===== src/rtl/imem_pkg.sv =====
// Shared types and constants for the instruction-memory loader.
package imem_pkg;

    localparam int unsigned IMEM_ADDR_W    = 16;
    localparam int unsigned INSTR_W        = 32;
    localparam int unsigned BYTE_W         = 8;
    localparam int unsigned BYTES_PER_WORD = 4;
    localparam int unsigned BCNT_W         = 2;
    localparam int unsigned LEN_W          = 16;

    typedef enum logic [2:0] {
        IDLE   = 3'd0,
        LEN_HI = 3'd1,
        LEN_LO = 3'd2,
        DATA   = 3'd3,
        CKSUM  = 3'd4,
        DONE   = 3'd5,
        ERR    = 3'd6
    } loaderState_e;

    // States in which the loader consumes stream bytes.
    function automatic logic acceptsBytes(input loaderState_e s);
        return (s == LEN_HI) || (s == LEN_LO) || (s == DATA) || (s == CKSUM);
    endfunction

endpackage


===== src/rtl/imem_loader_if.sv =====
// Byte-stream input and memory write port of the instruction-memory loader.
interface imem_loader_if #(
    parameter int unsigned ADDR_W = 16,
    parameter int unsigned DATA_W = 32
);
    logic [7:0]        in_data;
    logic              in_valid;
    logic              in_ready;
    logic              mem_we;
    logic [ADDR_W-1:0] mem_addr;
    logic [DATA_W-1:0] mem_wdata;

    // Stream source / memory side.
    modport master (
        output in_data, in_valid,
        input  in_ready, mem_we, mem_addr, mem_wdata
    );

    // Loader side.
    modport slave (
        input  in_data, in_valid,
        output in_ready, mem_we, mem_addr, mem_wdata
    );
endinterface


===== src/rtl/imem_word_packer.sv =====
// Assembles big-endian words from bytes; word/wordValid appear one cycle after the last byte.
module imem_word_packer
    import imem_pkg::*;
#(
    parameter int unsigned DATA_W = INSTR_W
) (
    input  logic              clk,
    input  logic              rst,
    input  logic              clear,
    input  logic              byteValid,
    input  logic [BYTE_W-1:0] byteIn,
    output logic [DATA_W-1:0] word,
    output logic              wordValid,
    output logic              lastByte_c
);
    localparam int unsigned SHIFT_W  = DATA_W - BYTE_W;
    localparam int unsigned LAST_IDX = BYTES_PER_WORD - 1;

    logic [SHIFT_W-1:0] shiftQ;
    logic [DATA_W-1:0]  wordQ;
    logic [BCNT_W-1:0]  byteCntQ;
    logic               wordValidQ;

    assign lastByte_c = (byteCntQ == BCNT_W'(LAST_IDX));
    assign word       = wordQ;
    assign wordValid  = wordValidQ;

    // Shift bytes in at the LSB; latch the full word when the last byte lands.
    always_ff @(posedge clk) begin
        if (rst) begin
            shiftQ     <= '0;
            wordQ      <= '0;
            byteCntQ   <= '0;
            wordValidQ <= 1'b0;
        end else begin
            wordValidQ <= 1'b0;
            if (clear) begin
                shiftQ   <= '0;
                byteCntQ <= '0;
            end else if (byteValid) begin
                shiftQ   <= {shiftQ[SHIFT_W-BYTE_W-1:0], byteIn};
                byteCntQ <= byteCntQ + BCNT_W'(1);
                if (lastByte_c) begin
                    wordQ      <= {shiftQ, byteIn};
                    wordValidQ <= 1'b1;
                end
            end
        end
    end

endmodule


===== src/rtl/imem_loader.sv =====
// Fills the instruction memory from a framed byte stream and holds the CPU while loading.
// Optional trailing checksum byte enabled by defining IMEM_LOADER_CKSUM_EN.
module imem_loader
    import imem_pkg::*;
#(
    parameter int unsigned       ADDR_W    = IMEM_ADDR_W,
    parameter int unsigned       DATA_W    = INSTR_W,
    parameter logic [ADDR_W-1:0] BASE_ADDR = '0
) (
    input  logic          clk,
    input  logic          rst,
    input  logic          start,
    imem_loader_if.slave  bus,
    output logic          busy,
    output logic          done,
    output logic          error,
    output logic          cpu_hold
);

`ifdef IMEM_LOADER_CKSUM_EN
    localparam loaderState_e POST_DATA = CKSUM;
`else
    localparam loaderState_e POST_DATA = DONE;
`endif

    loaderState_e      stateQ, nextState;
    logic              inReadyQ;
    logic              busyQ, doneQ, errorQ;
    logic [BYTE_W-1:0] lenHiQ;
    logic [LEN_W-1:0]  lenQ;
    logic [LEN_W-1:0]  wordCntQ;
    logic [ADDR_W-1:0] memAddrQ;
`ifdef IMEM_LOADER_CKSUM_EN
    logic [BYTE_W-1:0] ckQ;
`endif

    logic              accept_c;
    logic              startLoad_c;
    logic              lastWord_c;
    logic              lastByte_c;
    logic [LEN_W-1:0]  lenLo_c;
    logic [DATA_W-1:0] packedWord;
    logic              wordValid;

    assign accept_c    = bus.in_valid && inReadyQ;
    assign startLoad_c = (stateQ == IDLE) && start;
    assign lastWord_c  = (wordCntQ == (lenQ - LEN_W'(1)));
    assign lenLo_c     = {lenHiQ, bus.in_data};

    imem_word_packer #(.DATA_W(DATA_W)) u_packer (
        .clk        (clk),
        .rst        (rst),
        .clear      (startLoad_c),
        .byteValid  (accept_c && (stateQ == DATA)),
        .byteIn     (bus.in_data),
        .word       (packedWord),
        .wordValid  (wordValid),
        .lastByte_c (lastByte_c)
    );

    assign bus.in_ready  = inReadyQ;
    assign bus.mem_we    = wordValid;
    assign bus.mem_addr  = memAddrQ;
    assign bus.mem_wdata = packedWord;
    assign busy          = busyQ;
    assign done          = doneQ;
    assign error         = errorQ;
    assign cpu_hold      = busyQ | rst;

    // State register.
    always_ff @(posedge clk) begin
        if (rst) begin
            stateQ <= IDLE;
        end else begin
            stateQ <= nextState;
        end
    end

    // Next-state decode from the frame position and the accepted byte.
    always_comb begin
        nextState = stateQ;
        case (stateQ)
            IDLE: begin
                if (start) nextState = LEN_HI;
            end
            LEN_HI: begin
                if (accept_c) nextState = LEN_LO;
            end
            LEN_LO: begin
                if (accept_c) nextState = (lenLo_c == '0) ? POST_DATA : DATA;
            end
            DATA: begin
                if (accept_c && lastByte_c && lastWord_c) nextState = POST_DATA;
            end
            CKSUM: begin
`ifdef IMEM_LOADER_CKSUM_EN
                if (accept_c) nextState = (bus.in_data == ckQ) ? DONE : ERR;
`else
                nextState = IDLE;
`endif
            end
            DONE:    nextState = IDLE;
            ERR:     nextState = IDLE;
            default: nextState = IDLE;
        endcase
    end

    // Registered handshake and status flags, derived from the upcoming state.
    always_ff @(posedge clk) begin
        if (rst) begin
            inReadyQ <= 1'b0;
            busyQ    <= 1'b0;
            doneQ    <= 1'b0;
            errorQ   <= 1'b0;
        end else begin
            inReadyQ <= acceptsBytes(nextState);
            busyQ    <= acceptsBytes(nextState);
            if (startLoad_c) begin
                doneQ  <= 1'b0;
                errorQ <= 1'b0;
            end
            if (nextState == DONE) doneQ  <= 1'b1;
            if (nextState == ERR)  errorQ <= 1'b1;
        end
    end

    // Frame length, word counter and write address.
    always_ff @(posedge clk) begin
        if (rst) begin
            lenHiQ   <= '0;
            lenQ     <= '0;
            wordCntQ <= '0;
            memAddrQ <= BASE_ADDR;
        end else begin
            if (startLoad_c) begin
                wordCntQ <= '0;
                memAddrQ <= BASE_ADDR;
            end else begin
                if (accept_c && (stateQ == LEN_HI)) lenHiQ <= bus.in_data;
                if (accept_c && (stateQ == LEN_LO)) lenQ <= lenLo_c;
                if (accept_c && (stateQ == DATA) && lastByte_c) wordCntQ <= wordCntQ + LEN_W'(1);
                if (wordValid) memAddrQ <= memAddrQ + ADDR_W'(1);
            end
        end
    end

`ifdef IMEM_LOADER_CKSUM_EN
    // Running XOR of the length and data bytes.
    always_ff @(posedge clk) begin
        if (rst) begin
            ckQ <= '0;
        end else if (startLoad_c) begin
            ckQ <= '0;
        end else if (accept_c && (stateQ != CKSUM)) begin
            ckQ <= ckQ ^ bus.in_data;
        end
    end
`endif

endmodule

===== src/flat_wrapper.sv =====
// flat-port wrapper written by rule: the top's interface ports become plain ports
module imem_loader_flat import imem_pkg::*;
#(
    parameter int unsigned       ADDR_W    = IMEM_ADDR_W,
    parameter int unsigned       DATA_W    = INSTR_W,
    parameter logic [ADDR_W-1:0] BASE_ADDR = '0
)
  (clk, rst, start, busy, done, error, cpu_hold, bus_in_data, bus_in_valid, bus_in_ready, bus_mem_we, bus_mem_addr, bus_mem_wdata);
  imem_loader_if #(.ADDR_W(ADDR_W), .DATA_W(DATA_W)) bus_i ();
  input  logic clk;
  input  logic rst;
  input  logic start;
  output logic busy;
  output logic done;
  output logic error;
  output logic cpu_hold;
  input wire logic [$bits(bus_i.in_data)-1:0] bus_in_data;
  input wire logic [$bits(bus_i.in_valid)-1:0] bus_in_valid;
  output wire logic [$bits(bus_i.in_ready)-1:0] bus_in_ready;
  output wire logic [$bits(bus_i.mem_we)-1:0] bus_mem_we;
  output wire logic [$bits(bus_i.mem_addr)-1:0] bus_mem_addr;
  output wire logic [$bits(bus_i.mem_wdata)-1:0] bus_mem_wdata;
  assign bus_i.in_data = bus_in_data;
  assign bus_i.in_valid = bus_in_valid;
  assign bus_in_ready = bus_i.in_ready;
  assign bus_mem_we = bus_i.mem_we;
  assign bus_mem_addr = bus_i.mem_addr;
  assign bus_mem_wdata = bus_i.mem_wdata;
  imem_loader #(.ADDR_W(ADDR_W), .DATA_W(DATA_W), .BASE_ADDR(BASE_ADDR)) u_core (.clk(clk), .rst(rst), .start(start), .bus(bus_i), .busy(busy), .done(done), .error(error), .cpu_hold(cpu_hold));
endmodule

===== config.mk =====
export PLATFORM = sky130hd
export DESIGN_NAME = imem_loader_flat
export DESIGN_NICKNAME = d
export VERILOG_FILES = /design/src/rtl/imem_pkg.sv /design/src/rtl/imem_loader_if.sv /design/src/rtl/imem_word_packer.sv /design/src/rtl/imem_loader.sv /design/src/flat_wrapper.sv
export SDC_FILE = /design/constraint.sdc
export NUM_CORES = 1
export LEC_CHECK = 0
export ABC_AREA = 1
export CORE_ASPECT_RATIO = 0.8
export CORE_MARGIN = 8
export CORE_UTILIZATION = 50
export CTS_CLUSTER_SIZE = 25
export DETAILED_ROUTE_END_ITERATION = 10
export PLACE_DENSITY = 0.76
export SLEW_MARGIN = 20
export SYNTH_ARGS = -nofsm -noshare
export SYNTH_HDL_FRONTEND = slang
export SYNTH_SLANG_ARGS = --single-unit

===== constraint.sdc =====
create_clock -name clk -period 1.7 [get_ports clk]
set_clock_uncertainty 0.1 [all_clocks]
set_input_delay 0.255 -clock clk [delete_from_list [all_inputs] [get_ports clk]]
set_output_delay 0.255 -clock clk [all_outputs]
set_load 0.05 [all_outputs]

==> impl_results.md <==
- Overall Global Routing Usage: 22.0%
- Final instance area: 7860 sq um
- Layout Nets: 925
- Rows: 33
- Crit share post-route: 115%
- Predominant post-synthesis flop cell: dfxtp_1
- Total congestion overflow: 0
- Clock sink count: 121
- Commonest cells after routing, fill and taps aside: 131 x buf_4, 129 x nand2_1, 95 x dfxtp_1, 82 x nor2_1, 78 x a21oi_1
- Final setup vio count: 19
- Max Cap Violations: 0
- Fin crit period: 1.95 ns
- H-tree Lvls: 4
- Asr flop ratio synth: 0%
- Chip height: 109 microns
- Routed len/inst: 16.2 microns
- Post-synthesis cell count: 759
- Startpoint Class: register
- Clk slew on worst S/H paths: 0.06 ns
- Antenna cell count: 0
- Fmax: 514 MHz
- Failing checks: setup timing
- Final Wtd Congestion: 0.930
- Cell Area, Placed: 6620 sq um
- P_leak: 3.45 nW
- Root Driver: clkbuf_16
- Multi-input gate area: 2890 sq um
- Ports: 66
- Hold Crit Class: input pin to register
- Seq cells post-synth: 121
- Crit path max fanout: 3
- Vias per cell: 5.44
- Antenna-violating nets left: 0
- Kind of end point of the critical path: register
- Core area: 10400 sq um
- Number of synthesized flops with an enable pin: 0
- Worst-margin pin slew: 0.322 ns
- Worst IR Drop VDD: 0.618 mV
- Total wire length: 17200 microns
- Status: finished, violations left
- Vias in the first global route: 5355
- Post-synth cell types: 32
- Starting DRT DRC Count: 527
- Syn_nets: 775
- Area grow syn2layout: 46.5%
- Syn avg cell area: 7.06 sq um
- Setup CP Type: register to register
- Slew headroom: 78.3%
- Pre-antenna DRT Iters: 6
- Cell Pwr Density: 875 nW/um^2
- Clock Latency Late Sink: 0.42 ns
- Die X: 132 microns
- Hold Vio Cnt, Final: 0
- Crit path DAT: 2.19 ns
- Cts hold-fix bufs: 0
- Post-synthesis sequential area ratio: 45.2%
- Fill count: 727
- Residual DRC: 0
- Initial antenna violation count: 0
- DP HPWL: 11000 microns
- Final worst setup slack: -0.247 ns
- Post-Syn Area: 5360 sq um
- Via count: 5778
- Commonest non-fill, non-tap cell in the layout: buf_4
- Dpl ws: -0.389 ns
- Slew Viols, Final: 0
- Worst Path Required: 1.95 ns
- First-pass GRT wire length: 25500 microns
- Die area: 14300 sq um
- TritonCTS clock tree: done
- Register Area: 2470 sq um
- Warnings, synthesis: 0
- Initial Utilization: 51.7%
- Longest Clk Path Bufs: 2
- Cts bufs inserted: 17
- Share of cells above drive strength 1: 32.9%
- Port Buf Inserts: 65
- Unrepaired setup endpoints after global routing: yes
- Largest net degree at the start of global routing: 34
## registers in the layout, summed over array words and instances (netlist names), 2 cells and up
name                      count
u_core.u_packer.word         32
u_core.lenHiQ                 8
u_core.u_packer.shiftQ       24
u_core.stateQ                 3
u_core.lenQ                  16
u_core.u_packer.byteCntQ      2
u_core.wordCntQ              16
u_core.bus.mem_addr          16
## worst max-delay path: stages, from the launching register on
cell	delay [ns]
dfxtp_4	0.38
inv_4	0.04
ha_4	0.17
buf_6	0.12
nand2_4	0.05
nand2_2	0.04
nand2_1	0.07
nand2_2	0.06
nor2_1	0.11
nand2_1	0.07
nor2_1	0.09
nand2_1	0.05
nor2_1	0.08
nand3_1	0.11
nor2_1	0.16
nor2_1	0.06
nor2_1	0.12
## report_power, final
| part | switching [mW] | leakage [nW] | internal [mW] |
|---|---|---|---|
| clock network | 1.39 | 0.281 | 2.18 |
| logic | 0.264 | 2.18 | 0.173 |
| registers | 0.0198 | 0.990 | 2.85 |
## cells in the mapped netlist, types with 2 or more instances
cell type	number	area share, %
nor4_1	8	0.93
inv_1	81	5.7
or2_2	3	0.35
nor2_2	6	0.70
nand2_1	139	9.7
nor2_4	2	0.42
nor2_1	115	8.1
xnor2_1	3	0.49
nand3_1	30	2.8
o21a_1	2	0.28
nand4_1	9	1.1
nor3b_1	2	0.28
o21ai_0	81	7.6
clkinv_1	2	0.14
inv_2	2	0.14
or2_0	2	0.23
dfxtp_1	121	45
nand3b_1	5	0.70
a21oi_1	80	7.5
ha_1	4	0.93
xor2_1	14	2.3
o21ai_1	3	0.28
clkbuf_1	26	1.8
nand2_2	4	0.47
nor3_1	8	0.75
## metal layers
| layer | vias up | track usage (%) | routed length, microns |
|---|---|---|---|
| met4 | 0 | 7.93 | 461 |
| met1 | 2735 | 27.7 | 7430 |
| met2 | 232 | 36.1 | 8050 |
| li1 | 2772 | - | - |
| met5 | - | 0 | 0 |
| met3 | 39 | 5.61 | 1230 |
## metrics by stage
stage	hold WS [ns]	std cells	setup TNS (ns)	util [%]	power (mW)
after global routing	0.112	1062	-3.70	75.8	7.07
after detailed placement	0.349	1010	-16.94	63.9	3.34
after floorplan	0.333	759	0	-	3.16
after global placement	0.346	1010	-14.55	63.9	3.33
after CTS	0.359	1052	-0.783	71.4	6.88
final	0.109	1062	-1.57	75.8	6.87
## logic make-up after synthesis
family / Yosys count / synth area share [%]
simple gates: 335 / 27.1
buf+inv: 113 / 7.98
xor+xnor: 17 / 2.78
fa+ha+maj: 4 / 0.934
flops: 121 / 45.2
compound gates: 169 / 16.0
## cell type report
type / instances / area share, %
clock buffer: 17 / 5.42
multi-input combinational: 525 / 36.7
inverter: 85 / 4.35
sequential: 121 / 31.5
clock inverter: 15 / 2.07
timing repair buffer: 159 / 17.7
tap: 140 / 2.23
## timing repair
| action | CTS | global route |
|---|---|---|
| cloned | 1 | 3 |
| hold endpoints to repair | 0 | 0 |
| gates resized for setup | 36 | 107 |
| pin swaps | 20 | 35 |
| setup endpoints to repair | 17 | 47 |
| buffers inserted | 9 | 7 |
## worst paths after layout
| path | slack, ns | endpoint | depth (start not counted) | start |
|---|---|---|---|---|
| setup / recovery | -0.25 | u_core.stateQ[2] | 16 | u_core.lenQ[1] |
| hold / removal | 0.11 | u_core.error | 2 | rst |
| setup reg to reg | -0.25 | u_core.stateQ[2] | 16 | u_core.lenQ[1] |
| hold reg to reg | 0.36 | u_core.u_packer.shiftQ[22] | 2 | u_core.u_packer.shiftQ[22] |
Power figures use the tool's default switching activity.
